===== config.mk =====
export PLATFORM = sky130hd
export DESIGN_NAME = unified_mem_arbiter_flat
export DESIGN_NICKNAME = d
export VERILOG_FILES = /design/src/rtl/mem_arb_pkg.sv /design/src/rtl/unified_mem_arbiter_if.sv /design/src/rtl/mem_arb_perf.sv /design/src/rtl/unified_mem_arbiter.sv /design/src/flat_wrapper.sv
export SDC_FILE = /design/constraint.sdc
export NUM_CORES = 1
export LEC_CHECK = 0
export ABC_CLOCK_PERIOD_IN_PS = 2300
export BUFFER_PORTS_ARGS = -buffer_cell sky130_fd_sc_hd__buf_2
export CORE_AREA = 4 4 104 106
export DETAILED_ROUTE_END_ITERATION = 8
export DIE_AREA = 0 0 108 110
export GPL_ROUTABILITY_DRIVEN = 0
export HOLD_SLACK_MARGIN = 0.05
export SYNTH_ARGS = -nofsm -noshare
export SYNTH_HDL_FRONTEND = slang
export SYNTH_SLANG_ARGS = --single-unit

===== constraint.sdc =====
create_clock -name clk -period 2.3 [get_ports clk]
set_input_delay 0.23 -clock clk [delete_from_list [all_inputs] [get_ports clk]]
set_output_delay 0.23 -clock clk [all_outputs]
set_load 0.1 [all_outputs]

===== src/rtl/mem_arb_pkg.sv =====
// rtl/mem_arb_pkg.sv - shared types and constants for the unified memory arbiter
//
// Contents:
//   owner_e             which requester's response comes back next cycle
//   STARVE_MAX_DEFAULT  default fetch starvation limit
//   STARVE_CNT_W        width of the starvation counter
package mem_arb_pkg;

  typedef enum logic [1:0] {
    OWN_IDLE = 2'd0,
    OWN_IF   = 2'd1,
    OWN_D    = 2'd2
  } owner_e;

  localparam int STARVE_MAX_DEFAULT = 4;
  localparam int STARVE_CNT_W       = 4;

endpackage


===== src/rtl/unified_mem_arbiter_if.sv =====
// rtl/unified_mem_arbiter_if.sv - fetch, data and RAM signal bundle for the arbiter
//
// Groups:
//   fetch : if_req, if_addr -> if_gnt, if_rvalid, if_rdata
//   data  : d_req, d_we, d_addr, d_wdata, d_wstrb -> d_gnt, d_rvalid, d_rdata
//   ram   : mem_en, mem_we, mem_addr, mem_wdata, mem_wstrb <- mem_rdata
// Modports:
//   slave  : the arbiter's view
//   master : the requesters' and RAM's view
interface unified_mem_arbiter_if #(
  parameter int ADDR_W = 32,
  parameter int DATA_W = 32
);

  logic                  if_req;
  logic [ADDR_W-1:0]     if_addr;
  logic                  if_gnt;
  logic                  if_rvalid;
  logic [DATA_W-1:0]     if_rdata;

  logic                  d_req;
  logic                  d_we;
  logic [ADDR_W-1:0]     d_addr;
  logic [DATA_W-1:0]     d_wdata;
  logic [DATA_W/8-1:0]   d_wstrb;
  logic                  d_gnt;
  logic                  d_rvalid;
  logic [DATA_W-1:0]     d_rdata;

  logic                  mem_en;
  logic                  mem_we;
  logic [ADDR_W-1:0]     mem_addr;
  logic [DATA_W-1:0]     mem_wdata;
  logic [DATA_W/8-1:0]   mem_wstrb;
  logic [DATA_W-1:0]     mem_rdata;

  modport slave (
    input  if_req, if_addr,
    output if_gnt, if_rvalid, if_rdata,
    input  d_req, d_we, d_addr, d_wdata, d_wstrb,
    output d_gnt, d_rvalid, d_rdata,
    output mem_en, mem_we, mem_addr, mem_wdata, mem_wstrb,
    input  mem_rdata
  );

  modport master (
    output if_req, if_addr,
    input  if_gnt, if_rvalid, if_rdata,
    output d_req, d_we, d_addr, d_wdata, d_wstrb,
    input  d_gnt, d_rvalid, d_rdata,
    input  mem_en, mem_we, mem_addr, mem_wdata, mem_wstrb,
    output mem_rdata
  );

endinterface


===== src/rtl/mem_arb_perf.sv =====
// rtl/mem_arb_perf.sv - contention and fetch-stall event counters
//
// Ports:
//   clk, reset       clock, synchronous active-high reset
//   if_req, d_req    current requests
//   if_gnt           fetch grant this cycle
//   conflict_count   cycles with both requests high (wraps at 2^32)
//   if_stall_count   cycles with fetch requesting but not granted (wraps at 2^32)
module mem_arb_perf (
  input  logic        clk,
  input  logic        reset,
  input  logic        if_req,
  input  logic        d_req,
  input  logic        if_gnt,
  output logic [31:0] conflict_count,
  output logic [31:0] if_stall_count
);

  always_ff @(posedge clk) begin
    if (reset) begin
      conflict_count <= '0;
      if_stall_count <= '0;
    end else begin
      if (if_req && d_req)
        conflict_count <= conflict_count + 32'd1;
      if (if_req && !if_gnt)
        if_stall_count <= if_stall_count + 32'd1;
    end
  end

endmodule


===== src/rtl/unified_mem_arbiter.sv =====
// rtl/unified_mem_arbiter.sv - single-port RAM arbiter for instruction fetch and load/store
//
// Grants at most one of fetch/data per cycle (data first, fetch forced after
// STARVE_MAX consecutive denied cycles) and routes the 1-cycle RAM response
// back to whichever requester owned the access.
//
// Ports:
//   clk, reset        clock, synchronous active-high reset
//   bus               unified_mem_arbiter_if.slave (fetch, data and RAM sides)
//   conflict_count    only with ARB_PERF_EN: cycles with both requests high
//   if_stall_count    only with ARB_PERF_EN: cycles fetch requested but was denied
// Optional feature macro: ARB_PERF_EN
module unified_mem_arbiter
  import mem_arb_pkg::*;
#(
  parameter int ADDR_W     = 32,
  parameter int DATA_W     = 32,
  parameter int STARVE_MAX = STARVE_MAX_DEFAULT
) (
  input  logic                    clk,
  input  logic                    reset,
  unified_mem_arbiter_if.slave    bus
`ifdef ARB_PERF_EN
  ,
  output logic [31:0]             conflict_count,
  output logic [31:0]             if_stall_count
`endif
);

  localparam int STRB_W = DATA_W / 8;
  localparam logic [STARVE_CNT_W-1:0] STARVE_LIM = STARVE_CNT_W'(STARVE_MAX);

  owner_e                  owner;
  logic [STARVE_CNT_W-1:0] starve_cnt;

  logic                    fetch_wins;
  logic                    if_gnt;
  logic                    d_gnt;
  logic [ADDR_W-1:0]       cmd_addr;
  logic [DATA_W-1:0]       cmd_wdata;
  logic [STRB_W-1:0]       cmd_wstrb;
  logic                    cmd_we;

  // Fetch takes the slot when it is alone or has been starved long enough;
  // otherwise data owns it. Reset masks both grants regardless of requests.
  always_comb begin
    fetch_wins = bus.if_req && (!bus.d_req || (starve_cnt == STARVE_LIM));
    if_gnt     = !reset && fetch_wins;
    d_gnt      = !reset && bus.d_req && !fetch_wins;

    cmd_addr   = if_gnt ? bus.if_addr : bus.d_addr;
    cmd_we     = d_gnt && bus.d_we;
    cmd_wdata  = bus.d_wdata;
    cmd_wstrb  = d_gnt ? bus.d_wstrb : '0;
  end

  assign bus.if_gnt    = if_gnt;
  assign bus.d_gnt     = d_gnt;
  assign bus.mem_en    = if_gnt || d_gnt;
  assign bus.mem_we    = cmd_we;
  assign bus.mem_addr  = cmd_addr;
  assign bus.mem_wdata = cmd_wdata;
  assign bus.mem_wstrb = cmd_wstrb;

  // The owner register is updated at the reset edge too late to cancel a
  // response already pending, so rvalid is also masked while reset is high.
  assign bus.if_rvalid = (owner == OWN_IF) && !reset;
  assign bus.d_rvalid  = (owner == OWN_D) && !reset;
  assign bus.if_rdata  = bus.mem_rdata;
  assign bus.d_rdata   = bus.mem_rdata;

  always_ff @(posedge clk) begin
    if (reset) begin
      owner      <= OWN_IDLE;
      starve_cnt <= '0;
    end else begin
      if (if_gnt)
        owner <= OWN_IF;
      else if (d_gnt)
        owner <= OWN_D;
      else
        owner <= OWN_IDLE;

      if (!bus.if_req || if_gnt)
        starve_cnt <= '0;
      else if (starve_cnt != STARVE_LIM)
        starve_cnt <= starve_cnt + 1'b1;
    end
  end

`ifdef ARB_PERF_EN
  mem_arb_perf u_perf (
    .clk            (clk),
    .reset          (reset),
    .if_req         (bus.if_req),
    .d_req          (bus.d_req),
    .if_gnt         (if_gnt),
    .conflict_count (conflict_count),
    .if_stall_count (if_stall_count)
  );
`endif

endmodule


===== src/flat_wrapper.sv =====
// flat-port wrapper written by rule: the top's interface ports become plain ports
module unified_mem_arbiter_flat import mem_arb_pkg::*;
#(
  parameter int ADDR_W     = 32,
  parameter int DATA_W     = 32,
  parameter int STARVE_MAX = STARVE_MAX_DEFAULT
)
  (clk, reset, bus_if_req, bus_if_addr, bus_if_gnt, bus_if_rvalid, bus_if_rdata, bus_d_req, bus_d_we, bus_d_addr, bus_d_wdata, bus_d_wstrb, bus_d_gnt, bus_d_rvalid, bus_d_rdata, bus_mem_en, bus_mem_we, bus_mem_addr, bus_mem_wdata, bus_mem_wstrb, bus_mem_rdata);
  unified_mem_arbiter_if #(.ADDR_W(ADDR_W), .DATA_W(DATA_W)) bus_i ();
  input  logic clk;
  input  logic reset;
  input wire logic [$bits(bus_i.if_req)-1:0] bus_if_req;
  input wire logic [$bits(bus_i.if_addr)-1:0] bus_if_addr;
  output wire logic [$bits(bus_i.if_gnt)-1:0] bus_if_gnt;
  output wire logic [$bits(bus_i.if_rvalid)-1:0] bus_if_rvalid;
  output wire logic [$bits(bus_i.if_rdata)-1:0] bus_if_rdata;
  input wire logic [$bits(bus_i.d_req)-1:0] bus_d_req;
  input wire logic [$bits(bus_i.d_we)-1:0] bus_d_we;
  input wire logic [$bits(bus_i.d_addr)-1:0] bus_d_addr;
  input wire logic [$bits(bus_i.d_wdata)-1:0] bus_d_wdata;
  input wire logic [$bits(bus_i.d_wstrb)-1:0] bus_d_wstrb;
  output wire logic [$bits(bus_i.d_gnt)-1:0] bus_d_gnt;
  output wire logic [$bits(bus_i.d_rvalid)-1:0] bus_d_rvalid;
  output wire logic [$bits(bus_i.d_rdata)-1:0] bus_d_rdata;
  output wire logic [$bits(bus_i.mem_en)-1:0] bus_mem_en;
  output wire logic [$bits(bus_i.mem_we)-1:0] bus_mem_we;
  output wire logic [$bits(bus_i.mem_addr)-1:0] bus_mem_addr;
  output wire logic [$bits(bus_i.mem_wdata)-1:0] bus_mem_wdata;
  output wire logic [$bits(bus_i.mem_wstrb)-1:0] bus_mem_wstrb;
  input wire logic [$bits(bus_i.mem_rdata)-1:0] bus_mem_rdata;
  assign bus_i.if_req = bus_if_req;
  assign bus_i.if_addr = bus_if_addr;
  assign bus_if_gnt = bus_i.if_gnt;
  assign bus_if_rvalid = bus_i.if_rvalid;
  assign bus_if_rdata = bus_i.if_rdata;
  assign bus_i.d_req = bus_d_req;
  assign bus_i.d_we = bus_d_we;
  assign bus_i.d_addr = bus_d_addr;
  assign bus_i.d_wdata = bus_d_wdata;
  assign bus_i.d_wstrb = bus_d_wstrb;
  assign bus_d_gnt = bus_i.d_gnt;
  assign bus_d_rvalid = bus_i.d_rvalid;
  assign bus_d_rdata = bus_i.d_rdata;
  assign bus_mem_en = bus_i.mem_en;
  assign bus_mem_we = bus_i.mem_we;
  assign bus_mem_addr = bus_i.mem_addr;
  assign bus_mem_wdata = bus_i.mem_wdata;
  assign bus_mem_wstrb = bus_i.mem_wstrb;
  assign bus_i.mem_rdata = bus_mem_rdata;
  unified_mem_arbiter #(.ADDR_W(ADDR_W), .DATA_W(DATA_W), .STARVE_MAX(STARVE_MAX)) u_core (.clk(clk), .reset(reset), .bus(bus_i));
endmodule

==> reports/qor.csv, run 1 <==
metric,value,unit
Rows,36,
CP max FO,6,
Seq cells post-synth,6,
status,finished clean,
syn avg cell area,9.38,um2
first-pass GRT wire length,5.68,mm
vias per cell,3.41,
# diodes,0,
Max-Cap Viols,0,
worst skew pair latency,220,ps
CTS max path bufs,2,
Synth Instances,170,
Tot Pwr,0.997,mW
Routed WL per cell,13.0,um
port bufs,114,
Ports,275,
largest net degree at the start of global routing,34,
Chip Height,110,um
cell family with most CP delay,buffers and inverters,
clock buffer count from CTS,3,
Worst Hold Slack,292,ps
Commonest cells post-synth,"buf_4, mux2_4, dfxtp_1",
Worst Setup End Kind,output pin,
nets,329,
critical path required time,2070,ps
CTS tree,built,
WP depth,7,
unrepaired setup endpoints after global routing,false,
Crit Path Class,flop to output pin,
"Seq/Total Area, Yosys",7.53,%
Startpoint Class,flop,
Post-CTS Setup Bufs,0,
Slowest cell on crit path,buf_2,
worst reg2reg setup slack,1110,ps
Yosys warnings,0,
synth top area cells,"buf_4, mux2_4, dfxtp_1, buf_12, mux2_2",
CP cell instances,"inv_2, ha_4, and3b_1, buf_4, a211oi_4, and2_4, buf_2",
DRT iter0 DRCs,31,
hold buffer count at CTS,0,
1st-pass router iterations,3,
Core ar.,9770,um2
dpl hpwl,3.69,mm
gr ovfl total,0,
Tmin final,2220,ps
WHS Path Cells,2,
Synth cell types,20,
"Setup violations, final",0,
most numerous cell in the Yosys netlist,buf_4,
WP data arrival,1990,ps
Peak VDD IR,0.139,mV
initial antenna violation count,0,
Setup Skew,4.23,ps
Die W,108,um
measured slew at the worst slew-check pin,493,ps
share of layout cells above drive strength 1,86.7,%
"Primary FF master, synth",dfxtp_1,
met1 usage,6.21,%
period utilization,96.5,%
DRC Markers,0,
Worst Hold Class,primary input to flop,
"Hold Violations, Final",0,
total routed wirelength,4.16,mm
"FFs w/ async S/R, synth",0,%
fin. max-slew vios,0,
Netlist Area Pre-Place,1600,um2
Initial Util,16.3,%
Leak,1.06,nW
Synthesized Nets,309,
worst r2r path cells,5,
Total Die Area,11900,um2
fillers,1045,
Routed Antenna Nets,0,
grt met3 use,6.81,%
Most Crowded Layer GR,met2,
clk slew on worst S/H paths,40,ps
Max transition margin,67.4,%
cell taking the most area after synthesis,buf_4,
met2 Use GR,8.30,%
vias in the first global route,1116,
Max stage delay on crit path,410,ps
Final Util,22.2,%
Buffers & Inverters on Critical Path,3,
post-synth top area share,45.2,%
Total GRT Usage,6.16,%
DR vias,1095,
CTS Sinks,6,
Max Clk Rate,0.451,GHz
power per cell area,460,nW/um2
Post-synth EDFFs,0,
H-tree levels,1,
CTS root buf,clkbuf_8,
Layout area overhead,35.8,%
## flip-flops by register name, indices dropped and copies added (netlist names)
signal,cells
u_core.owner,2
u_core.starve_cnt,4
## power breakdown
part | leakage [nW] | total (mW) | internal (mW) | switching (mW)
Sequential | 0.0498 | 0.109 | 0.107 | 0.00171
Combinational | 0.987 | 0.730 | 0.279 | 0.451
Clock | 0.0216 | 0.158 | 0.112 | 0.0453
## placed cells by master (no fill, tap or decap), drive strengths merged
cell,n
inv,4
nor3b,3
ha,2
nand2b,2
dfxtp,6
a21oi,1
and2,5
clkbuf,5
mux2i,1
nor2,4
nor3,1
o211a,2
a211oi,2
and3b,1
buf,114
mux2,32
nand3b,1
nand3,2
## cell families after synthesis
kind of cell    count (synthesis)  synth area share, %
simple gates                   19                 7.06
buf+inv                       105                 51.3
mux                            33                 30.0
flops                           6                 7.53
compound gates                  5                 2.51
fa+ha+maj                       2                 1.57
## cell type report
cell class	count	area (um2)	area share (%)
Clock buffer	3	41.3	1.91
Inverter	4	15.0	0.693
Multi-Input combinational cell	59	693	32.0
Sequential cell	6	123	5.66
Tap cell	133	166	7.68
Timing Repair Buffer	116	1130	52.1
## metrics by stage
step / cell area [um2] / setup WS, ps / cells / TNS, ps
floorplan: 1630 / -421 / 170 / -1970
global route: 2170 / 2.46 / 321 / 0
detailed placement: 2120 / 318 / 318 / 0
CTS: 2160 / 80.0 / 321 / 0
global placement: 2120 / 359 / 318 / 0
finish: 2170 / 81.2 / 321 / 0
## worst register-to-register path, stage by stage (launching register included)
cell and delay, ps:
dfxtp_2 350, inv_2 50, ha_4 150, and3b_1 170
buf_4 160, a211oi_1 230
## final timing paths
check,start,endpoint
setup / recovery,u_core.starve_cnt[0],bus_mem_wstrb[3]
hold / removal,reset,u_core.owner[1]
setup reg to reg,u_core.starve_cnt[0],u_core.owner[1]
hold reg to reg,u_core.starve_cnt[0],u_core.starve_cnt[0]
## layer usage
| layer | vias to the layer above | wire length, um |
|---|---|---|
| met5 | - | 0 |
| met4 | 0 | 50 |
| met3 | 6 | 934 |
| met2 | 131 | 1740 |
| met1 | 465 | 1430 |
| li1 | 493 | - |
## what timing repair did
action / 4_1_cts / 5_1_grt
resized for setup: 0 / 2
endpoints found under the setup margin: 0 / 2
hold endpoints to repair: 0 / 0
Power figures use the tool's default switching activity.
==> run 2: changes to the inputs <==
Settings changed: ABC_CLOCK_PERIOD_IN_PS 2300 to 2400, CELL_PAD_IN_SITES_DETAIL_PLACEMENT from default to 1, CELL_PAD_IN_SITES_GLOBAL_PLACEMENT from default to 2, CORE_AREA 4 4 104 106 to default, CORE_MARGIN from default to 4, CORE_UTILIZATION from default to 11, DIE_AREA 0 0 108 110 to default, PLACE_DENSITY_LB_ADDON from default to 0.1.
Clock period 2.3 ns to 2.4 ns, I/O delays scaled along.
==> reports/qor.csv, run 2 (synthesis gave the netlist of run 1 again) <==
metric,value,unit
max reg flops,4,
vias per cell,2.91,
total routed wirelength,4.63,mm
Setup Skew,3.90,ps
Sw Share,47.9,%
Tmin final,2310,ps
Ports,275,
Final Util,14.6,%
Worst R2R Start,u_core.starve_cnt[0],
DRC Markers,0,
sw power,0.482,mW
CTS max path bufs,2,
RR Endpoint,u_core.owner[1],
Core ar.,14000,um2
WP data arrival,2070,ps
worst reg2reg setup slack,1150,ps
gr ovfl total,0,
WHS Path Cells,2,
clk slew on worst S/H paths,40,ps
Peak VDD IR,0.206,mV
Routed WL per cell,12.6,um
Post-CTS Setup Bufs,0,
Startpoint Class,flop,
"most common cell after layout, fill and taps aside",buf_2,
Leak,0.997,nW
Chip Height,128,um
WP depth,7,
internal power,0.524,mW
unrepaired setup endpoints after global routing,false,
"Setup violations, final",0,
CTS tree,built,
Max stage delay on crit path,410,ps
initial antenna violation count,0,
Crit Path Class,flop to output pin,
Max Clk Rate,0.434,GHz
H-tree levels,1,
biggest regs,"u_core.starve_cnt (4), u_core.owner (2)",
Total Die Area,16500,um2
first-pass GRT wire length,6.49,mm
period utilization,96.1,%
setup TNS,0,ps
most frequent cells in the layout,"buf_2, mux2_4, buf_12",
register name with the most flops,u_core.starve_cnt,
Total GRT Usage,5.03,%
DRT iter0 DRCs,8,
1st-pass router iterations,2,
DR vias,1075,
largest net degree at the start of global routing,18,
status,finished clean,
CTS Sinks,6,
critical path required time,2160,ps
share of layout cells above drive strength 1,86.8,%
port bufs,114,
"Hold Violations, Final",0,
dpl hpwl,4.13,mm
Min-Delay Endpoint,u_core.owner[1],
CTS root buf,clkbuf_16,
Buffers & Inverters on Critical Path,3,
Slowest cell on crit path,buf_2,
register share of total power,10.4,%
Initial Util,11.4,%
nets,330,
worst skew pair latency,230,ps
Hold Path Origin,reset,
Worst Hold Class,primary input to flop,
vias in the first global route,1140,
CP cell instances,"inv_2, ha_4, and3b_1, o211a_4, buf_12, mux2_4, buf_2",
measured slew at the worst slew-check pin,494,ps
CP max FO,17,
Max transition margin,67.3,%
cell family with most CP delay,buffers and inverters,
Layout area overhead,28.3,%
Max-Cap Viols,0,
worst r2r path cells,5,
Die W,128,um
Worst Setup End Kind,output pin,
Clock power frac,26.9,%
Comb pwr share,62.7,%
fin. max-slew vios,0,
Rows,43,
power per cell area,491,nW/um2
clock buffer count from CTS,3,
# diodes,0,
fillers,1643,
Routed Antenna Nets,0,
[run 2: final cells by class]
class                      count  area [um2]  area share, %
sequential                     6         123           5.99
inverter                       4        15.0          0.733
multi-input combinational     59         701           34.2
timing repair buffer         117         908           44.4
tap                          180         225           11.0
clock buffer                   3        75.1           3.67
[run 2: worst register-to-register path, stage by stage, from the launching register on]
cell and delay (ps):
dfxtp_2 350, inv_2 50, ha_4 150, and3b_1 180, buf_4 170, a211oi_1 260
[run 2: power groups by stage]
stage	clock network (mW)	registers (mW)	logic [mW]
after detailed placement	0	0.106	0.636
after CTS	0.277	0.105	0.637
after global placement	0	0.106	0.637
after global routing	0.285	0.105	0.654
final	0.271	0.105	0.630
after floorplan	0	0.106	1.20
[run 2: how the worst max path moves through the flow]
stage | from | endpoint
after floorplan | u_core.owner[1] | bus_d_rvalid
after global placement | u_core.starve_cnt[1] | bus_mem_addr[5]
after detailed placement | u_core.starve_cnt[0] | bus_mem_addr[22]
after CTS | u_core.starve_cnt[0] | bus_mem_addr[22]
after global routing | u_core.starve_cnt[0] | bus_mem_addr[24]
final | u_core.starve_cnt[0] | bus_mem_addr[30]
[run 2: layer usage]
metal  track usage (%)  wire length [um]  vias to the layer above
li1                  -                 -                      493
met1              5.74              1660                      477
met2              8.76              2330                       94
met3              1.99               605                       11
met4              1.25                38                        0
met5                 0                 0                        -
[run 2: timing repair]
action	CTS	global route
hold buffers	0	0
endpoints found under the setup margin	0	21
resized for setup	0	2
[run 2: stage by stage]
stage	hold WS (ps)	power, mW	setup slack (ps)	instances	cell area (um2)
4_1_cts	319	1.02	1.95	369	2040
3_5_place_dp	456	0.743	245	366	1960
5_1_grt	323	1.04	8.76	369	2050
3_3_place_gp	447	0.744	257	366	1960
2_1_floorplan	318	1.31	-331	170	1630
6_report	317	1.01	93.3	369	2050
